--- config.mk ---
export PLATFORM = sky130hd
export DESIGN_NAME = write_engine
export DESIGN_NICKNAME = d
export VERILOG_FILES = /design/src/rtl/write_engine_pkg.sv /design/src/rtl/write_engine_beat_counter.sv /design/src/rtl/write_engine.sv
export SDC_FILE = /design/constraint.sdc
export NUM_CORES = 1
export LEC_CHECK = 0
export ABC_AREA = 1
export BUFFER_PORTS_ARGS = -buffer_cell sky130_fd_sc_hd__clkbuf_2
export CELL_PAD_IN_SITES_DETAIL_PLACEMENT = 1
export CELL_PAD_IN_SITES_GLOBAL_PLACEMENT = 1
export CORE_ASPECT_RATIO = 1.4
export CORE_MARGIN = 3
export CORE_UTILIZATION = 35
export CTS_CLUSTER_DIAMETER = 60
export DETAILED_ROUTE_END_ITERATION = 12
export GPL_TIMING_DRIVEN = 0
export PLACE_DENSITY_LB_ADDON = 0.08
export SLEW_MARGIN = 10
export SYNTH_ARGS = -nofsm -noshare
export SYNTH_HDL_FRONTEND = slang
export SYNTH_SLANG_ARGS = --single-unit
--- constraint.sdc ---
create_clock -name CLK -period 3.9 [get_ports CLK]
set_input_delay 0.78 -clock CLK [delete_from_list [all_inputs] [get_ports CLK]]
set_output_delay 0.78 -clock CLK [all_outputs]
set_load 0.01 [all_outputs]
--- src/rtl/write_engine_pkg.sv ---
// Shared types and constants for the write engine.
// WRITE_ENGINE_BYTE_ADDR_EN selects byte addressing (step DATA_WIDTH/8) instead of word addressing (step 1).
package write_engine_pkg;

    typedef enum logic [1:0] {
        IDLE  = 2'd0,
        RUN   = 2'd1,
        DRAIN = 2'd2
    } we_state_t;

    localparam int DEFAULT_DATA_WIDTH = 64;
    localparam int BYTES_PER_BEAT     = DEFAULT_DATA_WIDTH / 8;

`ifdef WRITE_ENGINE_BYTE_ADDR_EN
    localparam bit BYTE_ADDR = 1'b1;
`else
    localparam bit BYTE_ADDR = 1'b0;
`endif

    function automatic int beat_addr_incr(input int data_width);
        return BYTE_ADDR ? (data_width / 8) : 1;
    endfunction

    localparam int ADDR_INCR = beat_addr_incr(DEFAULT_DATA_WIDTH);

endpackage

--- src/rtl/write_engine_beat_counter.sv ---
// 32-bit beat counter with synchronous clear; stops counting once it reaches the limit.
module write_beat_counter (
    input  logic        CLK,
    input  logic        RSTN,
    input  logic        clr,
    input  logic        en,
    input  logic [31:0] limit,
    output logic [31:0] count
);

    logic [31:0] count_q;
    logic [31:0] count_d;

    always_comb begin
        count_d = count_q;
        if (clr) begin
            count_d = '0;
        end else if (en && (count_q < limit)) begin
            count_d = count_q + 32'd1;
        end
    end

    always_ff @(posedge CLK) begin
        if (!RSTN) begin
            count_q <= '0;
        end else begin
            count_q <= count_d;
        end
    end

    assign count = count_q;

endmodule

--- src/rtl/write_engine.sv ---
// Write engine: pulls beats from a valid/ready source and issues strobed writes to a RAM-like peripheral.
// Address step per beat follows WRITE_ENGINE_BYTE_ADDR_EN (see write_engine_pkg).
module write_engine
    import write_engine_pkg::*;
#(
    parameter int DATA_WIDTH = 64,
    parameter int ADDR_WIDTH = 32
) (
    input  logic                  CLK,
    input  logic                  RSTN,
    input  logic                  WRITE_START,
    input  logic [ADDR_WIDTH-1:0] WADDR_START,
    input  logic [31:0]           WRITE_LENGTH,
    output logic                  BUSY,
    output logic                  WREQ_COUNT_DONE,
    output logic                  WACK_COUNT_DONE,
    input  logic                  S_VALID,
    input  logic [DATA_WIDTH-1:0] S_DATA,
    output logic                  S_READY,
    output logic                  WREQ,
    output logic [ADDR_WIDTH-1:0] WADDR,
    output logic [DATA_WIDTH-1:0] WDATA,
    input  logic                  WACK
);

    localparam logic [ADDR_WIDTH-1:0] ADDR_STEP = ADDR_WIDTH'(beat_addr_incr(DATA_WIDTH));

    we_state_t             state_q, state_d;
    logic [31:0]           len_q, len_d;
    logic [ADDR_WIDTH-1:0] addr_q, addr_d;
    logic                  wreq_q, wreq_d;
    logic [ADDR_WIDTH-1:0] waddr_q, waddr_d;
    logic [DATA_WIDTH-1:0] wdata_q, wdata_d;

    logic        start_acc;
    logic        handshake;
    logic        s_ready;
    logic [31:0] req_count;
    logic [31:0] ack_count;
    logic [32:0] accepted;

    assign start_acc = (state_q == IDLE) && WRITE_START;

    // A beat sitting in the WREQ register is accepted but not yet in the request count.
    assign accepted  = {1'b0, req_count} + {32'd0, wreq_q};
    assign s_ready   = (state_q == RUN) && (accepted < {1'b0, len_q});
    assign handshake = S_VALID && s_ready;

    write_beat_counter u_req_cnt (
        .CLK   (CLK),
        .RSTN  (RSTN),
        .clr   (start_acc),
        .en    (wreq_q),
        .limit (len_q),
        .count (req_count)
    );

    write_beat_counter u_ack_cnt (
        .CLK   (CLK),
        .RSTN  (RSTN),
        .clr   (start_acc),
        .en    (WACK && (state_q != IDLE)),
        .limit (len_q),
        .count (ack_count)
    );

    always_comb begin
        state_d = state_q;
        len_d   = len_q;
        addr_d  = addr_q;
        wreq_d  = 1'b0;
        waddr_d = waddr_q;
        wdata_d = wdata_q;

        case (state_q)
            IDLE: begin
                if (WRITE_START) begin
                    len_d  = WRITE_LENGTH;
                    addr_d = WADDR_START;
                    if (WRITE_LENGTH != 32'd0) begin
                        state_d = RUN;
                    end
                end
            end
            RUN: begin
                if (handshake && ((accepted + 33'd1) == {1'b0, len_q})) begin
                    state_d = DRAIN;
                end
            end
            DRAIN: begin
                if (ack_count == len_q) begin
                    state_d = IDLE;
                end
            end
            default: state_d = IDLE;
        endcase

        if (handshake) begin
            wreq_d  = 1'b1;
            waddr_d = addr_q;
            wdata_d = S_DATA;
            addr_d  = addr_q + ADDR_STEP;
        end
    end

    always_ff @(posedge CLK) begin
        if (!RSTN) begin
            state_q <= IDLE;
            len_q   <= '0;
            addr_q  <= '0;
            wreq_q  <= 1'b0;
            waddr_q <= '0;
            wdata_q <= '0;
        end else begin
            state_q <= state_d;
            len_q   <= len_d;
            addr_q  <= addr_d;
            wreq_q  <= wreq_d;
            waddr_q <= waddr_d;
            wdata_q <= wdata_d;
        end
    end

    assign BUSY            = (state_q != IDLE);
    assign S_READY         = s_ready;
    assign WREQ            = wreq_q;
    assign WADDR           = waddr_q;
    assign WDATA           = wdata_q;
    assign WREQ_COUNT_DONE = (req_count == len_q);
    assign WACK_COUNT_DONE = (ack_count == len_q);

endmodule

==> run metrics, run 1 <==
status=finished with violations; violated checks=setup timing; mux contribution to synthesized area=0%; Worst-Skew Late Latency=0.57 ns; most frequent cells in the layout=nand2_1 (592), clkbuf_2 (231), dfxtp_1 (209); Die ar.=45000 um2; register bit total from synthesis=227; combinational family with the most area after synthesis=simple AND/OR/NAND/NOR gates; Max Clk Rate=0.229 GHz; synth unique cells=43; Final setup viols=1; Clock Tree Buf Depth=3; Final WS setup=-0.464 ns; via count=16439; Syn Inst Count=2233; mapped cell area=14900 um2; post-DP HPWL=49.1 mm; DR DRC count=0; CTS Hold Bufs=0; Max Slew Vio Count=0; GRT Util Overall=26.2%; initial antenna violation count=3; Placeable Area=41600 um2; 1st-pass router iterations=4; GRT overflow=0; crit path launch type=flop; Worst Path Arrival=3.58 ns; CTS sink cnt=227; dpl cells=3005; Syn. warnings=0; first-pass GRT wire length=94.4 mm; overall power=6.04 mW; Post-Synth Adder-Cell Area=8.58%; vias in the first global route=17341; Synth area leaders=dfxtp_1 (31%), nand2_1 (16%), ha_1 (8.6%), nand3_1 (6.7%), inv_1 (5.3%); dpl cell area=16700 um2; largest net degree at the start of global routing=14; total wire length=62.3 mm; DIE HEIGHT=250 um; CTS Root Cell=clkbuf_16; die width=180 um; Rel. slew slack=34.2%; IO buf count=232; vias per cell=5.26; Slew @ Worst Pin=0.987 ns; Layout area overhead=27.3%; worst slack, placed=-1.64 ns; RSZ-0062 raised after global routing=true; Post-Synth XOR/XNOR Area=5.12%; Crit Path Class=flop to output pin; period utilization=112%; Synth Area per Inst=6.66 um2; Worst Path Required=3.12 ns; Final Hold Vio Count=0; # nets final=2802; CTS tree=built; Worst setup EP type=output pin; Top Ports=234; Num CTS Buffers=29; post-route cell area=18900 um2; top-area cell type share of the netlist area=30.6%; Initial Util=35.7%; Leakage=8.36 nW; PD cells=319 nW/um2; H-tree depth=1; register area share after synthesis=30.6%; VDD IR-drop max=305 uV; layout cell share with drive strength beyond 1=21.8%; average wire per standard cell=19.9 um; commonest non-fill, non-tap cell in the layout=nand2_1; flop2flop setup slack=0.01 ns; crit path max fanout=5; Placer Congestion=0.893; Yosys top cell by area=dfxtp_1; Max Cap Violations=0; simple logic cell fraction of the synthesized area=36.7%; clk_skew=0.0183 ns; Min Clock Period, post-route=4.36 ns; hold crit path type=primary input to flop; number of routed nets with antenna violations=0; Clk pin slew, worst setup/hold paths=0.06 ns; initial DRC count=668; compound-gate portion of the synthesized area=11.3%; row cnt=88; final std cells w/o fill=3127; Synthesized Nets=2468
==> registers in the layout (all words and copies together) (netlist names) <==
register,flops
u_ack_cnt.count,32
addr_q,32
WREQ,1
WDATA,64
WADDR,32
state_q,2
u_req_cnt.count,32
len_q,32
==> path summary, 6_finish.rpt <==
check | cells past startpoint | end | from
min reg2reg | 2 | WDATA[44]$_SDFFE_PN0N_ | WDATA[44]$_SDFFE_PN0N_
max reg2reg | 21 | WADDR[10]$_SDFFE_PN0N_ | WREQ$_SDFF_PN0_
min | 3 | WDATA[16]$_SDFFE_PN0N_ | S_DATA[16]
max | 15 | S_READY | WREQ$_SDFF_PN0_
==> through the flow <==
stage	hold WS (ns)	TNS (ns)	utilization, %
2_1_floorplan	0.455	0	-
3_3_place_gp	0.456	-178.21	40.1
3_5_place_dp	0.460	-187.74	40.1
6_report	0.398	-0.464	45.5
4_1_cts	0.375	-0.488	43.8
5_1_grt	0.401	-6.30	45.5
==> cell usage after synthesis (all sizes together) <==
cell type and count:
a21o 2, nand2 652, clkbuf 46, nand4 50, nor3b 4, o21bai 4, xnor2 8, o31ai 1
a22oi 10, nor3 49, xor2 79, dfxtp 227, a21oi 156, or3 1, and3 3, a31oi 19
buf 32, o21ai 113, or4 1, nor4 24, o311ai 1, o21a 2, ha 102, or2 3
inv 213, a211oi 3, o211ai 5, nand3b 4, nand3 201, nor2 218
==> timing repair <==
action	4_1_cts	5_1_grt
buffers inserted	36	33
pin swaps	35	42
hold endpoints to repair	0	0
resized for setup	90	109
endpoints found under the setup margin	133	132
gates cloned	0	3
==> critical path, cell delays in order (launching register included) <==
cell and delay (ns):
dfxtp_4 0.41, ha_4 0.18, inv_2 0.05, nor2_4 0.18
nand2_4 0.10, nor2_4 0.21, nand4_1 0.20, xor2_2 0.21
ha_1 0.32, nand4_1 0.17, buf_4 0.14, a21oi_2 0.04
nor3_4 0.30, nand4_1 0.25, inv_2 0.14, buf_8 0.11
==> power breakdown <==
group          switching, mW  total [mW]  internal [mW]
combinational          0.577       0.894          0.316
sequential            0.0757        2.49           2.41
clock                   1.13        2.66           1.53
total                   1.78        6.04           4.26
==> cells by family (layout without fill, tap and decap cells) <==
group	after synthesis	count (layout)
buffers and inverters	291	643
AND/OR/NAND/NOR	1210	1211
AO/OA/AOI/OAI	316	316
adder cells (fa/ha/maj)	102	102
other	0	1
XOR/XNOR	87	87
flip-flops	227	227
==> area by class of cell <==
type                            count  area (um2)
Sequential cell                   227        4580
Inverter                          213         802
Antenna cell                        1        2.50
Timing Repair Buffer              302        1800
Buffer                             78         465
Clock buffer                       36         772
Tap cell                          540         676
Clock inverter                     14         143
Multi-Input combinational cell   1716        9700
Fill cell                        5468       22700
==> routing by layer <==
metal / up-vias / global-route usage (%) / share of wire (%)
li1: 8031 / - / -
met1: 7944 / 26.8 / 37
met2: 310 / 51.0 / 54
met3: 150 / 3.72 / 3.5
met4: 4 / 13.6 / 5.7
met5: - / 0 / 0.043
Power figures use the tool's default switching activity.
==> run 2: changes to the inputs <==
==> constraint.sdc (replaced) <==
create_clock -name CLK -period 4.3 [get_ports CLK]
set_input_delay 0.86 -clock CLK [delete_from_list [all_inputs] [get_ports CLK]]
set_output_delay 0.86 -clock CLK [all_outputs]
set_load 0.01 [all_outputs]
==> run 2 against run 1 <==
Compared with the run above: the run still ends with setup timing left; die area did not move; first-iteration DRC count fell by 1.0%; routed wire length fell by 0.80%; sequential power fell by 9.2%; critical endpoint unchanged; clock skew rose by 0.0021 ns; combinational power fell by 13%; setup slack improved by 0.32 ns; sequential cell count did not move; non-clock buffer count fell by 7; clock power fell by 9.4%; critical path depth did not move; via count fell by 0.53%.
==> run metrics, run 2 (same netlist as run 1, synthesis figures left out) <==
Sequential Power Share=41.5%; Worst Path Required=3.44 ns; DIE HEIGHT=250 um; clk_skew=0.0204 ns; via count=16352; Max Slew Vio Count=0; period utilization=103%; # nets final=2794; most frequent cells in the layout=nand2_1 (592), clkbuf_2 (235), dfxtp_1 (209); GRT overflow=0; initial antenna violation count=3; Slew @ Worst Pin=0.946 ns; Leakage=8.28 nW; Min Clock Period, post-route=4.45 ns; met3 WL=2.24 mm; CP Cell Sequence=ha_4 -> inv_2 -> nor2_4 -> nand2_4 -> nor2_4 -> nand4_1 -> xor2_2 -> ha_1 -> nand4_1 -> buf_4 -> a21oi_2 -> nor3_4 -> nand4_1 -> inv_2 -> buf_8; max incr delay on CP=0.41 ns; RSZ-0062 raised after global routing=true; die width=180 um; wl on met1=22.9 mm; Final setup viols=1; setup TNS after final layout=-0.147 ns; CTS Root Cell=clkbuf_16; Clk pin slew, worst setup/hold paths=0.06 ns; area occupied by registers=4580 um2; vias per cell=5.24; Max Cap Violations=0; Worst-Skew Late Latency=0.58 ns; violated checks=setup timing; layout cell share with drive strength beyond 1=21.4%; Pint=3.84 mW; DR DRC count=0; post-route cell area=18700 um2; Final Hold Vio Count=0; Worst Path Arrival=3.59 ns; H-tree depth=1; IO buf count=232; Layout area overhead=25.6%; crit path launch type=flop; Max Clk Rate=0.225 GHz; first-pass GRT wire length=94.4 mm; Clock Tree Buf Depth=3; post-DP HPWL=49.1 mm; PD cells=292 nW/um2; Placer Congestion=0.893; CTS sink cnt=227; commonest non-fill, non-tap cell in the layout=nand2_1; Final WS setup=-0.147 ns; row cnt=88; Worst setup EP type=output pin; Fillers=5498; max reg flops=64; hold crit path type=flop to flop; Gate power share=14.3%; most used cell, CP=nand4_1; status=finished with violations; Rel. slew slack=36.9%; clock share of power=44.2%; vias in the first global route=17344; initial DRC count=661; GRT Util Overall=26.2%; total wire length=61.8 mm; average wire per standard cell=19.8 um; Initial Util=35.7%; Crit Path Class=flop to output pin; dpl cell area=16700 um2; Slowest cell on crit path=dfxtp_4; Psw=1.60 mW; Placeable Area=41600 um2; Die ar.=45000 um2; VDD IR-drop max=286 uV; sw frac=29.4%; largest net degree at the start of global routing=14; area of the multi-input gates=9640 um2; Top Ports=234; CTS tree=built; number of routed nets with antenna violations=0; met2 wire len=33.1 mm; Num CTS Buffers=29; top sig layer=met5; 1st-pass router iterations=7; crit path max fanout=5
==> run 2: timing repair <==
item | CTS | global route
gates cloned | 0 | 0
setup buffers | 34 | 29
endpoints found under the setup margin | 132 | 105
gates resized for setup | 76 | 78
hold buffers | 0 | 0
pin swaps | 34 | 41
==> run 2: critical path, delay by kind of cell (launching register included) <==
family          cells  cell delay, ns
compound gates      1            0.04
xor+xnor            1            0.21
fa+ha+maj           2            0.49
buf+inv             4            0.44
flops               1            0.41
simple gates        7            1.42
==> run 2: power by group through the flow <==
stage	logic [mW]	registers, mW	clock network (mW)
after floorplan	0.414	2.30	0
after global placement	0.719	2.30	0
after detailed placement	0.740	2.30	0
after CTS	0.762	2.26	2.45
after global routing	0.866	2.27	2.55
final	0.780	2.26	2.41
==> run 2: final timing paths <==
path                                from                      end  slack, ns  depth (start not counted)
setup / recovery         WREQ$_SDFF_PN0_                  S_READY      -0.15                         15
hold / removal    WDATA[55]$_SDFFE_PN0N_   WDATA[55]$_SDFFE_PN0N_       0.47                          2
setup reg to reg         WREQ$_SDFF_PN0_  state_q[0]$_SDFFE_PN0P_       0.15                         19
hold reg to reg   WDATA[55]$_SDFFE_PN0N_   WDATA[55]$_SDFFE_PN0N_       0.47                          2
==> run 2: cell type report <==
| cell class | instances | share of cell area (%) |
|---|---|---|
| well taps | 540 | 3.62 |
| clock buffers | 36 | 4.14 |
| flip-flops and latches | 227 | 24.5 |
| plain buffers | 78 | 2.01 |
| clock inverters | 14 | 0.764 |
| inverters | 213 | 4.30 |
| diodes | 1 | 0.0134 |
| multi-input cells | 1715 | 51.6 |
| repair buffers | 295 | 9.00 |
==> run 2: metal layers <==
layer | GRT usage, % | vias to the layer above
li1 | - | 8008
met1 | 26.8 | 7884
met2 | 51.1 | 314
met3 | 3.67 | 142
met4 | 13.4 | 4
met5 | 0 | -
==> run 2: stage by stage <==
step | worst slack, ns | instances | util (%) | hold slack, ns | power [mW]
after floorplan | 0.837 | 2233 | - | 0.455 | 2.71
after global placement | -1.18 | 3005 | 40.1 | 0.456 | 3.02
after detailed placement | -1.24 | 3005 | 40.1 | 0.460 | 3.04
after CTS | -0.168 | 3089 | 43.7 | 0.455 | 5.47
after global routing | -0.293 | 3119 | 44.9 | 0.481 | 5.68
final | -0.147 | 3119 | 44.9 | 0.471 | 5.44
==> run 3: changes to the inputs <==
--- a/config.mk
+++ b/config.mk
@@ -5,7 +5,6 @@
 export SDC_FILE = /design/constraint.sdc
 export NUM_CORES = 1
 export LEC_CHECK = 0
-export ABC_AREA = 1
 export BUFFER_PORTS_ARGS = -buffer_cell sky130_fd_sc_hd__clkbuf_2
 export CELL_PAD_IN_SITES_DETAIL_PLACEMENT = 1
 export CELL_PAD_IN_SITES_GLOBAL_PLACEMENT = 1
==> run 3 against run 2 <==
Compared with the run above: the flow still finishes with violations (setup timing); cell count shrank 15%; sequential cell count is the same; synthesized cell count shrank 21%; via count shrank 11%; setup slack lost 0.36 ns; clock skew shrank 0.0029 ns; critical path type unchanged; largest power group unchanged; highest routed layer unchanged.
==> run metrics, run 3 <==
largest net degree at the start of global routing=16; most frequent cells in the layout=nand2_1 (258), clkbuf_2 (238), dfxtp_1 (211); Yosys top cell by area=dfxtp_1; Leakage=7.77 nW; crit path launch type=flop; H-tree depth=1; DR DRC count=0; Worst R2R Start=WREQ$_SDFF_PN0_; Slowest cell on crit path=or3_4; Max Slew Vio Count=0; CP Cell Sequence=ha_4 -> buf_6 -> nand3_4 -> buf_4 -> or3_4 -> o21a_1 -> or2_2 -> ha_1 -> nand4_1 -> buf_4 -> nor3_4 -> buf_6 -> o311ai_4 -> a31oi_4 -> nor2b_2 -> clkbuf_2; CP Depth=16; PD cells=298 nW/um2; post-DP HPWL=42.8 mm; number of routed nets with antenna violations=0; Clock Tree Buf Depth=3; CTS sink cnt=227; post-route cell area=19300 um2; crit path max fanout=10; Num CTS Buffers=30; Placer Congestion=0.908; Post-synth EDFFs=0; worst slack, placed=-2.53 ns; initial DRC count=492; violated checks=setup timing; Worst setup EP type=output pin; flop2flop setup slack=-0.47 ns; Syn. warnings=0; Synth area leaders=dfxtp_1 (33%), nand2_1 (9.3%), ha_1 (9.2%), a21boi_0 (7.9%), xnor2_1 (4.6%); delay-heaviest family, CP=simple AND/OR/NAND/NOR gates; Worst Path Arrival=3.95 ns; row cnt=85; hold crit path type=flop to flop; commonest cells in the netlist=nand2_1 (342), dfxtp_1 (227), a21boi_0 (146); Max Clk Rate=0.208 GHz; Min Clock Period, post-route=4.81 ns; Buf/Inv on CP=5; status=finished with violations; crit path capture=S_READY; DIE HEIGHT=242 um; synth unique cells=77; Rel. slew slack=8.77%; Crit Path Class=flop to output pin; Max Cap Violations=0; top-area cell type share of the netlist area=32.8%; Final WS setup=-0.508 ns; setup TNS after final layout=-9.56 ns; Placeable Area=38800 um2; Final setup viols=108; vias per cell=5.53; Top Ports=234; via count=14600; reg2reg path depth=19; GRT Util Overall=25.5%; RSZ-0062 raised after global routing=true; commonest non-fill, non-tap cell in the layout=nand2_1; Slew @ Worst Pin=1.33 ns; Synthesized Nets=1992; Clk pin slew, worst setup/hold paths=0.06 ns; layout cell share with drive strength beyond 1=31.0%; FF-to-FF End=state_q[0]$_SDFFE_PN0P_; count leader, synth=nand2_1; first-pass GRT wire length=85.7 mm; clk_skew=0.0175 ns; Crit. Startpoint=WREQ$_SDFF_PN0_; initial antenna violation count=9; die width=174 um; dpl cell area=15800 um2; Fillers=4668; period utilization=112%; GRT overflow=0; 1st-pass router iterations=5; VDD IR-drop max=274 uV; total wire length=57.4 mm; Syn Inst Count=1757; Primary FF master, synth=dfxtp_1; vias in the first global route=15374; CTS tree=built; max incr delay on CP=0.39 ns; average wire per standard cell=21.8 um; Layout area overhead=39.3%; Die ar.=42100 um2; Initial Util=35.7%; # nets final=2324; register bit total from synthesis=227; CTS Root Cell=clkbuf_16; Post-synth ARST share=0%; register area share after synthesis=32.8%; Final Hold Vio Count=0; Worst-Skew Late Latency=0.59 ns; max reg flops=64; IO buf count=233; Synth Area per Inst=7.90 um2; Worst Path Required=3.44 ns; mapped cell area=13900 um2
-- run 3: cell count changes in the layout (fill, tap and decap cells not counted), moves of 72 or more --
cell and delta:
nand2_1 -334, nand3_1 -158, a21boi_1 +72, inv_1 -131, a21oi_1 -89, nor2_1 -94
-- run 3: routing by layer --
| layer | vias to the layer above | GRT usage (%) | routed length (um) |
|---|---|---|---|
| met5 | - | 0 | 57 |
| met4 | 10 | 11.9 | 3350 |
| met3 | 156 | 3.74 | 2310 |
| met2 | 339 | 49.9 | 31200 |
| met1 | 7144 | 26.2 | 20600 |
| li1 | 6951 | - | - |
-- run 3: logic make-up (layout without fill, tap and decap cells) --
family / Yosys count / in the layout / synth area share (%)
compound gates: 427 / 427 / 21.2
other cells: 0 / 4 / 0
fa+ha+maj: 102 / 102 / 9.20
simple gates: 734 / 735 / 25.8
flops: 227 / 227 / 32.8
buf+inv: 169 / 523 / 4.72
mux: 6 / 6 / 0.442
xor+xnor: 92 / 92 / 5.96
-- run 3: where the power goes --
group	switching [mW]	internal, mW	total, mW
sequential	0.0780	2.17	2.25
combinational	0.493	0.376	0.869
clock	1.05	1.58	2.63
total	1.62	4.13	5.75
-- run 3: worst min-delay path by stage --
stage / startpoint / end / slack [ns] / depth (start not counted)
after floorplan: len_q[11]$_SDFFE_PN0P_ / len_q[11]$_SDFFE_PN0P_ / 0.44 / 2
after global placement: WDATA[41]$_SDFFE_PN0N_ / WDATA[41]$_SDFFE_PN0N_ / 0.45 / 2
after detailed placement: WDATA[46]$_SDFFE_PN0N_ / WDATA[46]$_SDFFE_PN0N_ / 0.46 / 2
after CTS: WDATA[8]$_SDFFE_PN0N_ / WDATA[8]$_SDFFE_PN0N_ / 0.46 / 2
after global routing: WDATA[30]$_SDFFE_PN0N_ / WDATA[30]$_SDFFE_PN0N_ / 0.47 / 2
final: WDATA[23]$_SDFFE_PN0N_ / WDATA[23]$_SDFFE_PN0N_ / 0.45 / 2
-- run 3: what timing repair did --
action                     4_1_cts  5_1_grt
pin swaps                       41      200
hold endpoints to repair         0        0
cloned                           1       14
hold buffers                     0        0
setup buffers                   42       16
setup endpoints to repair      142      132
resized for setup              222      402
-- run 3: through the flow --
stage               hold WS [ns]  total power, mW  util (%)  cells
floorplan                  0.443             2.62         -   1757
global placement           0.451             2.91      40.6   2512
detailed placement         0.456             2.93      40.7   2513
CTS                        0.462             5.67      46.3   2609
global route               0.466             5.98      49.8   2634
finish                     0.451             5.75      49.8   2638
-- run 3: layout make-up --
cell class                 instances  area [um2]  area share, %
multi-input combinational       1362       10100           52.0
sequential                       227        4570           23.7
timing repair buffer             302        2000           10.4
clock buffer                      42         856           4.43
buffer                            92         719           3.72
tap                              522         653           3.38
inverter                          74         280           1.45
clock inverter                    13         180          0.932
antenna                            4        10.0         0.0518
-- run 3: worst register-to-register path, delay by kind of cell (launching register included) --
family                     cells  cell delay (ns)
adders and majority gates      2             0.35
AOI/OAI and AO/OA              5             1.03
and+or+nand+nor                9             2.57
DFF                            1             0.38
buffers and inverters          3             0.31
